[config.mk]
export PLATFORM = sky130hd
export DESIGN_NAME = seyahat_uretici
export DESIGN_NICKNAME = d
export VERILOG_FILES = /design/src/rtl/seyahat_uretici.sv
export SDC_FILE = /design/constraint.sdc
export NUM_CORES = 1
export LEC_CHECK = 0
export CAP_MARGIN = 20
export CORE_MARGIN = 4
export CORE_UTILIZATION = 38
export DETAILED_ROUTE_END_ITERATION = 16
export GPL_ROUTABILITY_DRIVEN = 0
export PLACE_DENSITY = 0.67
export REMOVE_ABC_BUFFERS = 1
export SETUP_SLACK_MARGIN = 0.2
export SKIP_CTS_REPAIR_TIMING = 1
export SKIP_LAST_GASP = 1
export SLEW_MARGIN = 0
export SYNTH_ARGS = -nofsm -noshare
export SYNTH_HDL_FRONTEND = slang
export SYNTH_SLANG_ARGS = --single-unit
[constraint.sdc]
create_clock -name clk -period 2.25 [get_ports clk]
set_input_delay 0.45 -clock clk [delete_from_list [all_inputs] [get_ports clk]]
set_output_delay 0.45 -clock clk [all_outputs]
set_load 0.005 [all_outputs]
[src/rtl/seyahat_uretici.sv]
// seyahat_uretici -- travel-command generator.
//   Keeps an internal fuel tank that refuels on request. On a trip request it
//   issues one of four legal 6-bit route codes, using a valid/ready handshake,
//   but only when the tank is at or above the trip threshold. A request made
//   with low fuel is refused with a one-cycle reddet pulse.
// Ports:
//   clk           rising-edge clock
//   rst_n         asynchronous active-low reset
//   istek         trip request (sampled in BOSTA only)
//   rota_sec[1:0] route index, sampled together with istek
//   dolum         refuel request (sampled in BOSTA only; istek has priority)
//   hazir         downstream ready
//   gecerli       command valid
//   rota[5:0]     route code, held stable while gecerli=1
//   yakit[3:0]    current tank level (registered)
//   reddet        one-cycle pulse: request refused because of low fuel
//   sefer_sayisi  accepted-trip counter, wraps 255->0
module seyahat_uretici #(
  parameter int unsigned YAKIT_ESIK    = 12,
  parameter int unsigned YAKIT_TUKETIM = 3,
  parameter int unsigned YAKIT_DOLUM   = 1,
  parameter int unsigned YAKIT_MAX     = 15
) (
  input  logic       clk,
  input  logic       rst_n,
  input  logic       istek,
  input  logic [1:0] rota_sec,
  input  logic       dolum,
  input  logic       hazir,
  output logic       gecerli,
  output logic [5:0] rota,
  output logic [3:0] yakit,
  output logic       reddet,
  output logic [7:0] sefer_sayisi
);

  localparam logic [0:0] BOSTA  = 1'b0;
  localparam logic [0:0] GONDER = 1'b1;

  localparam logic [3:0] ESIK_4    = 4'(YAKIT_ESIK);
  localparam logic [3:0] TUKETIM_4 = 4'(YAKIT_TUKETIM);
  localparam logic [4:0] DOLUM_5   = 5'(YAKIT_DOLUM);
  localparam logic [4:0] MAX_5     = 5'(YAKIT_MAX);

  logic [0:0] state_q,   state_d;
  logic [3:0] tank_q,    tank_d;
  logic       gecerli_q, gecerli_d;
  logic [5:0] rota_q,    rota_d;
  logic       reddet_q,  reddet_d;
  logic [7:0] sefer_q,   sefer_d;

  logic [5:0] rota_tablo;
  logic [4:0] dolum_toplam;

  always_comb begin
    rota_tablo = 6'b111000;
    case (rota_sec)
      2'd0: rota_tablo = 6'b111000;
      2'd1: rota_tablo = 6'b100011;
      2'd2: rota_tablo = 6'b100101;
      2'd3: rota_tablo = 6'b100110;
      default: rota_tablo = 6'b111000;
    endcase
  end

  // Refuel sum is one bit wider so saturation at YAKIT_MAX cannot be missed
  // through a 4-bit wrap.
  assign dolum_toplam = {1'b0, tank_q} + DOLUM_5;

  always_comb begin
    state_d   = state_q;
    tank_d    = tank_q;
    gecerli_d = gecerli_q;
    rota_d    = rota_q;
    reddet_d  = 1'b0;
    sefer_d   = sefer_q;
    case (state_q)
      BOSTA: begin
        if (istek) begin
          if (tank_q >= ESIK_4) begin
            rota_d    = rota_tablo;
            gecerli_d = 1'b1;
            state_d   = GONDER;
          end else begin
            reddet_d = 1'b1;
          end
        end else if (dolum) begin
          tank_d = (dolum_toplam > MAX_5) ? MAX_5[3:0] : dolum_toplam[3:0];
        end
      end
      GONDER: begin
        if (hazir) begin
          // Threshold >= consumption, so this subtraction cannot underflow.
          tank_d    = tank_q - TUKETIM_4;
          sefer_d   = sefer_q + 8'd1;
          gecerli_d = 1'b0;
          rota_d    = '0;
          state_d   = BOSTA;
        end
      end
      default: begin
        state_d   = BOSTA;
        gecerli_d = 1'b0;
        rota_d    = '0;
      end
    endcase
  end

  always_ff @(posedge clk or negedge rst_n) begin
    if (!rst_n) begin
      state_q   <= BOSTA;
      tank_q    <= '0;
      gecerli_q <= 1'b0;
      rota_q    <= '0;
      reddet_q  <= 1'b0;
      sefer_q   <= '0;
    end else begin
      state_q   <= state_d;
      tank_q    <= tank_d;
      gecerli_q <= gecerli_d;
      rota_q    <= rota_d;
      reddet_q  <= reddet_d;
      sefer_q   <= sefer_d;
    end
  end

  assign gecerli      = gecerli_q;
  assign rota         = rota_q;
  assign yakit        = tank_q;
  assign reddet       = reddet_q;
  assign sefer_sayisi = sefer_q;

endmodule
==> results of run 1 <==
## power by group
group | switching (mW) | internal [mW] | leakage, nW | total, mW
registers | 0.185 | 0.471 | 0.240 | 0.656
logic | 0.288 | 0.447 | 0.329 | 0.735
clock network | 0.103 | 0.0661 | 0.0177 | 0.169
total | 0.576 | 0.984 | 0.586 | 1.56
## cells by family after synthesis
group / Yosys count / synth area share [%]
AO/OA/AOI/OAI: 20 / 12.4
XOR/XNOR: 8 / 6.86
adder cells (fa/ha/maj): 6 / 7.35
buffers and inverters: 9 / 5.88
flip-flops: 19 / 46.6
multiplexers: 3 / 3.19
AND/OR/NAND/NOR: 33 / 17.8
## cells in the mapped netlist, drive strengths merged (2+ instances only)
| cell type | count | share of area (%) |
|---|---|---|
| a21oi | 6 | 2.9 |
| nor2 | 5 | 2.6 |
| xor2 | 3 | 2.6 |
| buf | 5 | 4.4 |
| o21ai | 6 | 3.3 |
| dfrtp | 19 | 47 |
| xnor2 | 5 | 4.3 |
| ha | 6 | 7.4 |
| o22ai | 2 | 1.2 |
| nand2b | 5 | 3.1 |
| mux2 | 2 | 2.2 |
| nand2 | 13 | 5.0 |
| and3 | 2 | 1.3 |
| nand4 | 3 | 2.5 |
| inv | 4 | 1.5 |
## worst max-delay path by stage
stage / cells past startpoint / endpoint
3_5_place_dp: 4 / yakit[0]
2_1_floorplan: 6 / yakit[1]
4_1_cts: 1 / yakit[2]
3_3_place_gp: 4 / yakit[0]
5_1_grt: 1 / yakit[3]
6_report: 1 / yakit[2]
## sequential cells by signal (all words and copies together), names as in the netlist
register and count:
gecerli 1, reddet 1, rota 4, sefer_sayisi 8, state_q 1, yakit 4
## routing by layer
metal  wire length (um)  vias up  GRT usage (%)
li1                   -      388              -
met1                852      373           14.7
met2                914       20           19.0
met3                112        2           4.54
met4                 13        0           1.90
met5                  0        -              0
## final cells by class
type                       instances  area (um^2)
tap                               30         37.5
fill                             231         1210
clock inverter                     1         5.00
inverter                           4         15.0
timing repair buffer              27          268
multi-input combinational         70          485
sequential                        19          475
clock buffer                       3         22.5
## worst register-to-register path, delay by kind of cell (launching register included)
kind,cells,cell delay (ns)
AO/OA/AOI/OAI,3,0.52
flip-flops,1,0.49
adder cells (fa/ha/maj),1,0.31
AND/OR/NAND/NOR,1,0.14
buffers and inverters,1,0.07
## stage by stage
stage / area [um^2] / utilization, % / std cells / hold WS [ns]
2_1_floorplan: 976 / - / 93 / 0.154
3_3_place_gp: 1280 / 50.8 / 150 / 0.459
3_5_place_dp: 1280 / 50.8 / 150 / 0.469
4_1_cts: 1310 / 51.9 / 154 / 0.463
5_1_grt: 1310 / 51.9 / 154 / 0.476
6_report: 1310 / 51.9 / 154 / 0.464
==> impl_metrics.json, run 1 <==
{
  "avgSynthCellArea_um2": 10.4,
  "port_buffers": 26,
  "slew_violations": 0,
  "yosys_register_bits": 19,
  "max_cap_viol_count": 0,
  "drcViolationCount": 0,
  "yosys_warnings": 0,
  "grt-ovfl-total": 0,
  "min_period_ns": 1.85,
  "yosysSeqAreaShare_pct": 46.6,
  "rr_worst_depth": 6,
  "rsz0062_at_grt": "false",
  "crit_arrival_ns": 1.40,
  "num_vias": 783,
  "clock_latency_ns": 0.29,
  "rrSetupSlack_ns": 0.67,
  "drive_above_1_share_pct": 10.5,
  "numClockSinks": 19,
  "worst_pin_slew_ns": 0.330,
  "num_io_pins": 27,
  "final_nets": 138,
  "fin_skew_ns": 0.00881,
  "num_rows": 18,
  "fin_total_pwr_mw": 1.56,
  "final_common_cell": "clkdlybuf4s50_1",
  "worstReg2RegStart": "yakit[0]",
  "crit_type": "reg -> out",
  "core-area_um2": 2520,
  "numCtsBuffers": 3,
  "grt_max_degree": 20,
  "setup_viol": 0,
  "path_buf_inv": 1,
  "drt_iter0_drc": 26,
  "p_per_area_nw_per_um2": 1190,
  "max_freq_mhz": 540,
  "crit_family": "buffers and inverters",
  "ant_nets": 0,
  "worst_path_max_delay_cell": "clkdlybuf4s50_1",
  "grt_pass1_wl_um": 3110,
  "end_kind": "primary output",
  "vias_per_cell": 5.08,
  "crit_path_start": "yakit[2]",
  "synthCells": 98,
  "place_hpwl_um": 1490,
  "preCtsSetupSlack_ns": 0.469,
  "ys_types": 33,
  "slowest_delay_ns": 0.58,
  "htreeDepth": 1,
  "die_y_um": 59.8,
  "hp-class": "in -> async",
  "rr_endpoint": "yakit[1]",
  "fin_crit_sh_pct": 82.3,
  "clk_path_buf_depth": 2,
  "ir_worst_vdd_uv": 603,
  "slew_headroom_pct": 78.0,
  "die_w_um": 59.8,
  "synth_async_sr_flop_share_pct": 100,
  "finalSetupTns_ns": 0,
  "worstSetupStartpointType": "flop",
  "worstPathRequired_ns": 1.80,
  "n_antenna_cell": 0,
  "cts_tree": "built",
  "start_util_pct": 40.5,
  "synth-main-ff-cell": "dfrtp_1",
  "layout_common_cells": "clkdlybuf4s50_1 (26), dfrtp_1 (19), nand2_1 (12)",
  "antenna_found_initial": 0,
  "clk_pin_slew_ns": 0.11,
  "leakage_nw": 0.586,
  "grt_pass1_vias": 712,
  "finalHoldViolCount": 0,
  "synthesis.area_um2": 1020,
  "wl_per_cell_um": 12.3,
  "grtUsageTotal_pct": 11.6,
  "syn2layout_area_growth_pct": 28.2,
  "worstPathCellList": "clkdlybuf4s50_1",
  "dr.pass1.iters": 4,
  "synth_edf_count": 0,
  "dieArea_um2": 3580,
  "wirelength_um": 1890,
  "cp_max_fo": 10,
  "cts-root-buf": "clkbuf_4",
  "status": "completed",
  "setup_slack_ns": 0.399
}
Power figures use the tool's default switching activity.
==> run 2, diff against run 1 <==
--- a/config.mk
+++ b/config.mk
@@ -10,7 +10,7 @@
 export CORE_UTILIZATION = 38
 export DETAILED_ROUTE_END_ITERATION = 16
 export GPL_ROUTABILITY_DRIVEN = 0
-export PLACE_DENSITY = 0.67
+export PLACE_DENSITY = 0.7
 export REMOVE_ABC_BUFFERS = 1
 export SETUP_SLACK_MARGIN = 0.2
 export SKIP_CTS_REPAIR_TIMING = 1
==> constraint.sdc (replaced) <==
create_clock -name clk -period 1.5 [get_ports clk]
set_input_delay 0.3 -clock clk [delete_from_list [all_inputs] [get_ports clk]]
set_output_delay 0.3 -clock clk [all_outputs]
set_load 0.005 [all_outputs]
==> run 2 against run 1 <==
  * The flow now finishes with violations (setup timing)
  * Non-clock buffer count grew 27
  * Power grew 94%
  * Highest routed layer unchanged
  * Sequential share of layout area down 7.3 points
  * Worst setup slack got worse by 0.41 ns
  * Global-route usage up 0.47 points
  * Cell area is 27% higher
  * First-iteration DRC count fell by 42%
  * Worst hold slack got worse by 0.18 ns
  * Largest power group unchanged
==> impl_metrics.json, run 2 (same netlist as run 1, synthesis figures left out) <==
{
  "cp_max_fo": 5,
  "min_period_ns": 1.51,
  "regArea_um2": 483,
  "preCtsSetupSlack_ns": -0.145,
  "place_area_um2": 1320,
  "htreeDepth": 1,
  "cts-root-buf": "clkbuf_4",
  "worst_path_max_delay_cell": "clkdlybuf4s50_1",
  "p_per_area_nw_per_um2": 1830,
  "die_w_um": 59.8,
  "numCtsBuffers": 3,
  "finalSetupTns_ns": -0.0117,
  "drcViolationCount": 0,
  "worstPathRequired_ns": 1.20,
  "slew_headroom_pct": 81.3,
  "final_common_cell": "buf_4",
  "clk_path_buf_depth": 2,
  "crit_arrival_ns": 1.21,
  "grt-ovfl-total": 0,
  "dr.pass1.iters": 4,
  "dieArea_um2": 3580,
  "cp_num_cells": 1,
  "antenna_found_initial": 0,
  "fin_total_pwr_mw": 3.03,
  "num_vias": 914,
  "violations": "setup timing",
  "setup_slack_ns": -0.0117,
  "drt_iter0_drc": 15,
  "slew_violations": 0,
  "layout_common_cells": "buf_4 (26), dlymetal6s2s_1 (19), dfrtp_1 (13)",
  "fin_cells": 181,
  "ant_nets": 0,
  "grt_pass1_vias": 756,
  "fill_cells": 193,
  "port_buffers": 26,
  "fin_skew_ns": 0.00111,
  "design_area_um2": 1660,
  "multi_input_area_um2": 579,
  "drive_above_1_share_pct": 37.7,
  "final_nets": 165,
  "core-area_um2": 2520,
  "place_hpwl_um": 1500,
  "syn2layout_area_growth_pct": 62.7,
  "wirelength_um": 2470,
  "fin_crit_sh_pct": 101,
  "vias_per_cell": 5.05,
  "whs_path_depth": 2,
  "clock_latency_ns": 0.29,
  "slowest_delay_ns": 0.51,
  "rr_worst_depth": 6,
  "num_rows": 18,
  "max_cap_viol_count": 0,
  "grt_max_degree": 20,
  "worstPathCellList": "clkdlybuf4s50_1",
  "worst_pin_slew_ns": 0.280,
  "clk_pin_slew_ns": 0.10,
  "setup_viol": 1,
  "worstSetupStartpointType": "flop",
  "hp-class": "in -> reg",
  "leakage_nw": 1.01,
  "start_util_pct": 40.5,
  "grt_pass1_wl_um": 3260,
  "crit_family": "buffers and inverters",
  "numClockSinks": 19,
  "finalHoldViolCount": 0,
  "dp_cells": 155,
  "die_y_um": 59.8,
  "path_buf_inv": 1,
  "crit_type": "reg -> out",
  "wl_per_cell_um": 13.6,
  "end_kind": "primary output",
  "largest_reg_flops": 8,
  "max_freq_mhz": 662,
  "num_io_pins": 27,
  "grtUsageTotal_pct": 12.1,
  "status": "finished with violations",
  "n_antenna_cell": 0,
  "ir_worst_vdd_uv": 1200,
  "rsz0062_at_grt": "true",
  "cts_tree": "built"
}
==> run 2: cell count changes in the layout (fill, tap and decap cells not counted), moves of 2 or more <==
cell | before | now
buf_4 | 1 | 26
clkdlybuf4s50_1 | 26 | 6
dlymetal6s2s_1 | 0 | 19
dfrtp_1 | 19 | 13
dfrtp_2 | 0 | 6
nand2b_1 | 5 | 2
nand2b_4 | 0 | 3
buf_6 | 0 | 2
ha_1 | 6 | 4
ha_4 | 0 | 2
o21ai_0 | 5 | 3
o21ai_1 | 0 | 2
==> run 2: metal layers <==
metal / vias up / routed length, um / share of wire, % / global-route usage, %
li1: 445 / - / - / -
met2: 18 / 1310 / 53 / 20.8
met1: 449 / 1020 / 42 / 14.5
met5: - / 0 / 0 / 0
met3: 2 / 125 / 5.1 / 3.89
met4: 0 / 10 / 0.41 / 2.85
==> run 2: metrics by stage <==
step | utilization, % | hold slack (ns)
after floorplan | - | 0.00441
final | 65.9 | 0.285
after global placement | 52.3 | 0.457
after global routing | 65.9 | 0.288
after CTS | 53.3 | 0.335
after detailed placement | 52.3 | 0.457
==> run 2: final cells by class <==
| class | count | share of cell area, % |
|---|---|---|
| clock buffer | 4 | 1.58 |
| timing repair buffer | 54 | 31.3 |
| tap | 30 | 2.26 |
| inverter | 4 | 0.904 |
| multi-input combinational | 70 | 34.9 |
| sequential | 19 | 29.1 |
==> run 2: worst paths after layout <==
check / slack (ns) / endpoint / start
max reg2reg: 0.09 / yakit[1] / yakit[1]
min: 0.28 / state_q / hazir
min reg2reg: 0.54 / sefer_sayisi[7] / sefer_sayisi[7]
min in group asynchronous: 0.33 / sefer_sayisi[4] / rst_n
max: -0.01 / yakit[2] / yakit[2]
max in group asynchronous: 0.95 / yakit[2] / rst_n
==> run 2: power by group <==
part	switching (mW)	internal [mW]
Combinational	0.776	1.10
Sequential	0.185	0.723
Clock	0.148	0.103
